$ cat config.mk
export PLATFORM = sky130hd
export DESIGN_NAME = ram_stream_reader
export DESIGN_NICKNAME = d
export VERILOG_FILES = /design/src/rtl/ram_stream_reader.sv
export SDC_FILE = /design/constraint.sdc
export NUM_CORES = 1
export LEC_CHECK = 0
export CORE_UTILIZATION = 50
export CTS_CLUSTER_DIAMETER = 50
export DETAILED_ROUTE_END_ITERATION = 10
export PLACE_DENSITY_LB_ADDON = 0.3
export SYNTH_ARGS = -nofsm -noshare
export SYNTH_HDL_FRONTEND = slang
export SYNTH_SLANG_ARGS = --single-unit
$ cat constraint.sdc
create_clock -name clk -period 6.3 [get_ports clk]
set_input_delay 0.63 -clock clk [delete_from_list [all_inputs] [get_ports clk]]
set_output_delay 0.63 -clock clk [all_outputs]
set_load 0.03 [all_outputs]
$ cat src/rtl/ram_stream_reader.sv
// Read master for a 1-cycle-latency dual-port RAM.
// Streams len words from base_addr out through a 4-entry valid/ready FIFO.
module ram_stream_reader #(
    parameter int WIDTH = 4,
    parameter int DEPTH = 8,
    localparam int AW = $clog2(DEPTH)
) (
    input  logic             clk,
    input  logic             rst,
    input  logic             start,
    input  logic [AW-1:0]    base_addr,
    input  logic [AW:0]      len,
    output logic             busy,
    output logic             done,
    output logic [AW-1:0]    rd_addr,
    input  logic [WIDTH-1:0] ram_dout,
    output logic             m_valid,
    input  logic             m_ready,
    output logic [WIDTH-1:0] m_data,
    output logic             m_last
);

    typedef enum logic [1:0] {IDLE, READ, DRAIN} state_t;

    localparam logic [AW:0]     DEPTH_L = (AW+1)'(DEPTH);
    localparam logic [AW-1:0]   LAST_A  = AW'(DEPTH - 1);

    state_t           state_q, state_d;
    logic [AW:0]      issued_q;
    logic [AW:0]      len_q;
    logic [AW:0]      beat_q;
    logic [AW:0]      len_sat;
    logic             p1_q, p2_q;
    logic [WIDTH-1:0] mem [4];
    logic [1:0]       wr_ptr, rd_ptr;
    logic [2:0]       cnt;
    logic [3:0]       occ;
    logic             pop, credit, issue, load, done_d;
    logic [AW-1:0]    rd_next;

    assign pop     = m_valid & m_ready;
    // Slots already committed: stored words plus reads still in the RAM pipe.
    assign occ     = {1'b0, cnt} + {3'b0, p1_q} + {3'b0, p2_q} - {3'b0, pop};
    assign credit  = occ < 4'd4;
    assign len_sat = (len > DEPTH_L) ? DEPTH_L : len;
    assign rd_next = (rd_addr == LAST_A) ? '0 : rd_addr + 1'b1;

    assign busy    = (state_q != IDLE);
    assign m_valid = (cnt != 3'd0);
    assign m_data  = mem[rd_ptr];
    assign m_last  = m_valid && (beat_q == len_q - 1'b1);

    always_comb begin
        state_d = state_q;
        issue   = 1'b0;
        load    = 1'b0;
        done_d  = 1'b0;
        unique case (state_q)
            IDLE: begin
                if (start) begin
                    if (len != '0) begin
                        state_d = READ;
                        load    = 1'b1;
                    end else begin
                        done_d = 1'b1;
                    end
                end
            end
            READ: begin
                if (issued_q == len_q) state_d = DRAIN;
                else if (credit)       issue   = 1'b1;
            end
            DRAIN: begin
                if (pop && m_last) begin
                    state_d = IDLE;
                    done_d  = 1'b1;
                end
            end
            default: state_d = IDLE;
        endcase
    end

    always_ff @(posedge clk) begin
        if (rst) begin
            state_q  <= IDLE;
            done     <= 1'b0;
            rd_addr  <= '0;
            issued_q <= '0;
            len_q    <= '0;
            beat_q   <= '0;
            p1_q     <= 1'b0;
            p2_q     <= 1'b0;
            wr_ptr   <= '0;
            rd_ptr   <= '0;
            cnt      <= '0;
            for (int i = 0; i < 4; i++) mem[i] <= '0;
        end else begin
            state_q <= state_d;
            done    <= done_d;
            p1_q    <= load | issue;
            p2_q    <= p1_q;
            if (load) begin
                rd_addr  <= base_addr;
                issued_q <= (AW+1)'(1);
                len_q    <= len_sat;
            end else if (issue) begin
                rd_addr  <= rd_next;
                issued_q <= issued_q + 1'b1;
            end
            if (load)     beat_q <= '0;
            else if (pop) beat_q <= beat_q + 1'b1;
            if (p2_q) begin
                mem[wr_ptr] <= ram_dout;
                wr_ptr      <= wr_ptr + 1'b1;
            end
            if (pop) rd_ptr <= rd_ptr + 1'b1;
            cnt <= cnt + {2'b0, p2_q} - {2'b0, pop};
        end
    end

endmodule

# Word-level counts from Yosys, hierarchy flattened
# Memory sizes are Yosys's and may differ from the RTL's. A register that Yosys moved wholly into a read port is not among the register bits.
# Cells that the tools add are included.
# Widths: inputs -> output; s select.
totals:
  regBits: 27
  ramBits: 16
  memories: 1
mem_list:
  columns: ["memory", "depth", "word_bits", "read_ports", "rd_clocked_by_memory_dff", "write_ports", "line", "source"]
  rows:
  - ["mem", 4, 4, 1, 1, 4, "34", "logic [WIDTH-1:0] mem [4];"]
op_classes:
  addsub: 11
  order_cmp: 2
  n_eq_ne: 9
  muxes: 31
  bitwise_logic: 2
  reduce_logical: 10
op_table:
  columns: ["op", "count"]
  rows:
  - ["$mux 1", 17]
  - ["$mux 2", 7]
  - ["$mux 3", 3]
  - ["$add 4x1->4 const B", 2]
  - ["$eq 4x4->1", 2]
  - ["$mux 4", 2]
  - ["$ne 2x2->1 const B", 4]
  - ["$pmux 2 s3", 1]
  - ["$add 2x1->2 const B", 2]
  - ["$add 3x1->4", 1]
  - ["$add 4x1->4", 1]
  - ["$gt 4x4->1 const B", 1]
  - ["$lt 4x3->1 const B", 1]
  - ["$reduce_and 4->1", 1]
  - ["$reduce_bool 2->1", 2]
  - ["$reduce_bool 4->1", 1]
  - ["$reduce_or 4->1", 1]
  - ["$sub 4x1->4", 1]
  - ["$sub 4x1->4 const B", 1]
  - ["$add 3x1->3", 1]
  - ["$add 3x1->3 const B", 1]
  - ["$eq 3x3->1 const B", 1]
  - ["$reduce_bool 3->1", 1]
  - ["$sub 3x1->3", 1]
  - ["other kinds (8)", 9]

# Depth between registers and ports, before layout
logic_depth:
  word_depth: 9
  ltp_mapped: 12
  mapped_depth_nobuf: 10

# Worst setup path after synthesis
# No wires, ideal clock.
synth_path:
  path_kind: "reg2reg"
  from: "register cnt[1]"
  to: "register issued_q[3]"
  setup_ns: 0.070
  arrival_time_ns: 2.703
  required_time_ns: 6.230
  slack_ns: 3.527
  stages_incl_launch_ff: 13
  n_path_buf: 2
  period_less_slack_ns: 2.773
  cell_sequence: "dfxtp_1 or3_1 and2_1 clkbuf_1 nand2b_1 nand2_1 ha_1 nand3_1 a21boi_0 o2111ai_2 buf_6 or3_1 a21oi_1"
synth_between:
  elab_chain_len: 7
synth_lines:
  columns: ["item", "line", "source"]
  rows:
  - ["start: declaration", "36", "logic [2:0] cnt;"]
  - ["start signal: assignment", "117", "cnt <= cnt + {2'b0, p2_q} - {2'b0, pop};"]
  - ["$reduce_bool 3->1", "49", "assign m_valid = (cnt != 3'd0);"]
  - ["named net m_valid", "17", "output logic m_valid,"]
  - ["$and 1x1->1", "41", "assign pop = m_valid & m_ready;"]
  - ["$sub 4x1->4", "43", "assign occ = {1'b0, cnt} + {3'b0, p1_q} + {3'b0, p2_q} - {3'b0, pop};"]
  - ["$lt 4x3->1", "44", "assign credit = occ < 4'd4;"]
  - ["$mux 1", "71", "else if (credit) issue = 1'b1;"]
  - ["$mux 1", "70", "if (issued_q == len_q) state_d = DRAIN;"]
  - ["$mux 1", "58", "unique case (state_q)"]
  - ["end signal: assignment", "104", "issued_q <= (AW+1)'(1);"]
  - ["end signal: assignment", "108", "issued_q <= issued_q + 1'b1;"]
  - ["end: declaration", "29", "logic [AW:0] issued_q;"]
# The timed path passes the listed nets, and every way through them passes these cells.
# A chain may end at the register's enable or synchronous reset.

# Worst setup path after layout
layout_path:
  from: "register len_q[0]"
  to: "output m_last"
layout_between:
  elab_chain_len: 3
layout_lines:
  columns: ["item", "line", "source"]
  rows:
  - ["start: declaration", "30", "logic [AW:0] len_q;"]
  - ["start signal: assignment", "105", "len_q <= len_sat;"]
  - ["$sub 4x1->4", "51", "assign m_last = m_valid && (beat_q == len_q - 1'b1);"]
  - ["$eq 4x4->1", "51", null]
  - ["$logic_and 1x1->1", "51", null]
  - ["end: declaration", "20", "output logic m_last"]
# No other way between the ends.

==> results.toml <==
[run_status]
outcome = "finished clean"

[clock_network]
ctsHoldBuffers = 0
tritoncts.num_buffers = 5
clock_tree.htree_level_count = 2
post_cts_buffers = 0
postCtsResizedCells = 0
cts-root-buf = "clkbuf_8"
ctsLongestPathBuffers = 2
clkSlewWorstSetupHoldPaths_ps = 80
worstSkewPairLatency_ps = 300
numClockSinks = 45
cts_tree = "built"

[detailed_routing]
routed_wire_length_per_instance_um = 13.72
drt.antenna.violating_nets = 0
vias = 1458
detailedRoute.firstIterationViolations = 48
wl_um = 3841
route.detailed.drc = 0
drt-vias-per-instance = 5.207
drtPass1Iterations = 4

[setup_path]
endpoint_kind = "output pin"
cp_cell_sequence = "inv_1 -> ha_1 -> xor2_1 -> xnor2_1 -> nand4_1 -> nor2b_1 -> clkdlybuf4s50_1"
arrival_ps = 2390
crit_type = "reg2out"
ff2ff_path_depth = 10
critical_path.slowest_cell = "clkdlybuf4s50_1"
timing.critical_path.fanout_max = 5
setup.reg_to_reg.worst_slack_ps = 3420
worstPathRequired_ps = 5670
max_stage_delay_ps = 680
worst_path_dominant_cell_family = "buffers and inverters"
timing.rr.start = "cnt[1]$_SDFF_PP0_"
kind_of_start_point_of_the_critical_path = "flop"
timing.rr.end = "rd_addr[1]$_SDFFE_PP0P_"
worst-path-buf-inv = 2

[place]
place_congestion = 0.7449
io_buffers = 25
place_inst = 272
postPlaceCellArea_um2 = 2442
dp_hpwl_um = 2895

[die]
die_area_um2 = 4617
vert_die_dim_um = 67.95
coreArea_um2 = 4086
placementRows = 23
initial_core_util = 0.5321
floorplan.die.width_um = 67.95
i_o_pin_count = 26

[timing]
skew_ps = 2.812
fin_crit_ps = 3022
post-route-period-util = 0.4797
finalSetupViolations = 0
slew_headroom = 0.6483
timing.fmax_mhz = 330.9
hold_viol_final = 0
setup_tns_ps = 0
unrepaired_setup_endpoints_after_global_routing = "no"
worst_slew_pin_slew_ps = 526.4
final_max_slew_viols = 0
finalHoldWorstSlack_ps = 474.1

[yosys]
synth_sequential_area_ratio = 0.4879
yosys.area.top_type_share = 0.2670
ys_ff_latch = 45
syn-cell-area_um2 = 2175
synth.yosys.warnings = 0
synth_ff_type = "dfxtp_1"
avgSynthCellArea_um2 = 10.77
synth_async_sr_flop_share = 0
synth_area_leader_cell = "dfxtp_1"
yosys-top-cells-area = "dfxtp_1 27%, edfxtp_1 22%, ha_1 5.2%, and2_1 4.9%, mux4_2 4.1%"
postSynthCellCount = 202
synth.net_count = 227
synth_enable_flop_cells = 16
synth.distinct_cells = 40

[min_path]
hold_path.class = "reg2reg"
holdCritStartpoint = "p1_q$_SDFF_PP0_"
hold_path_end = "p2_q$_SDFF_PP0_"
whs_path_depth = 1

[global_routing]
first_global_vias = 1355
grt_pass1_wl_um = 6251
globalRouteOverflowTotal = 0
grt_antenna_before_repair = 0
gr-usage-all-layers = 0.1924
grt_max_degree = 29

[final_layout]
antenna_cells = 0
mostFrequentLayoutCell = "dfxtp_1"
syn2layout_area_growth_pct = 16.05
layout.filler_cells = 351
layout_common_cells = "29 x dfxtp_1, 25 x clkdlybuf4s50_1, 22 x nor2_1"
layout-drive-gt1-share = 0.08261
final_area_um2 = 2524
fin_nets = 254
instances_no_fill = 280

[power_and_ir_drop]
pwr_density_cell_nw_per_um2 = 324.1
p_leak_nw = 0.9768
max-vdd-ir-drop_mv = 0.2158

[flow_run]
timing.max_cap.violations = 0
==> cell families after synthesis <==
family / Yosys count / share of synthesized area
AND/OR/NAND/NOR: 85 / 0.2089
flip-flops: 45 / 0.4879
AO/OA/AOI/OAI: 22 / 0.06905
XOR/XNOR: 19 / 0.07998
buffers and inverters: 14 / 0.03798
adder cells (fa/ha/maj): 10 / 0.06099
multiplexers: 7 / 0.05524
==> state kept, by name, summed over array words and instances, names as in the netlist, named ones only <==
register / flops
p2_q: 1
done: 1
rd_ptr: 2
beat_q: 4
rd_addr: 3
mem: 16
cnt: 3
p1_q: 1
wr_ptr: 2
len_q: 4
state_q: 2
issued_q: 4
==> power breakdown <==
part	total, mW	internal [mW]	switching (mW)
Combinational	0.281	0.135	0.146
Clock	0.168	0.0747	0.0934
Sequential	0.369	0.334	0.0350
Total	0.818	0.543	0.275
==> worst max path at each step <==
stage                          startpoint                  endpoint  depth (start not counted)
floorplan               cnt[1]$_SDFF_PP0_  issued_q[3]$_SDFFE_PP0P_                         12
global placement                  m_ready   rd_addr[1]$_SDFFE_PP0P_                          9
detailed placement                m_ready   rd_addr[1]$_SDFFE_PP0P_                          9
CTS                 len_q[0]$_SDFFE_PP0P_                    m_last                          7
global route                      m_ready   rd_addr[1]$_SDFFE_PP0P_                          9
finish              len_q[0]$_SDFFE_PP0P_                    m_last                          7
==> layout make-up <==
| type | count | area (um^2) | share of cell area |
|---|---|---|---|
| Inverter | 8 | 30.03 | 0.01190 |
| Sequential cell | 45 | 1061 | 0.4204 |
| Tap cell | 50 | 62.56 | 0.02479 |
| Clock buffer | 5 | 68.82 | 0.02727 |
| Multi-Input combinational cell | 143 | 1031 | 0.4085 |
| Timing Repair Buffer | 26 | 257.7 | 0.1021 |
| Clock inverter | 3 | 12.51 | 0.004958 |
==> per-layer routing <==
layer / GRT usage / share of wire
met3: 0.04000 / 0.029
met4: 0.09375 / 0.020
met5: 0 / 0
met2: 0.2696 / 0.45
met1: 0.2781 / 0.50
==> worst reg2reg max path: cells and delay by family, from the launching register on <==
family,cells,cell delay (ps)
AO/OA/AOI/OAI,3,780
adder cells (fa/ha/maj),1,260
flip-flops,1,360
AND/OR/NAND/NOR,6,1400
==> through the flow <==
stage	utilization	power (mW)	setup slack, ps
floorplan	-	0.5826	3527
global placement	0.5977	0.6529	3098
detailed placement	0.5977	0.6599	3080
CTS	0.6176	0.8276	3246
global route	0.6176	0.8723	3048
finish	0.6176	0.8180	3278
==> synth_stat cells (2+ instances only) <==
master,number
nor2b_1,4
xnor2_1,9
o21ai_0,2
a21oi_1,9
mux4_2,4
or3_1,5
or2_2,3
buf_6,4
nand4_1,2
mux2i_1,3
ha_1,9
inv_1,8
nand3_1,2
nor3_1,3
clkbuf_1,2
a22oi_1,3
a311oi_1,2
and2_1,17
and3b_1,2
nand2b_1,4
nand2_1,14
edfxtp_1,16
nor2_1,22
xor2_1,9
dfxtp_1,29
(Power assumes the default switching activity.)
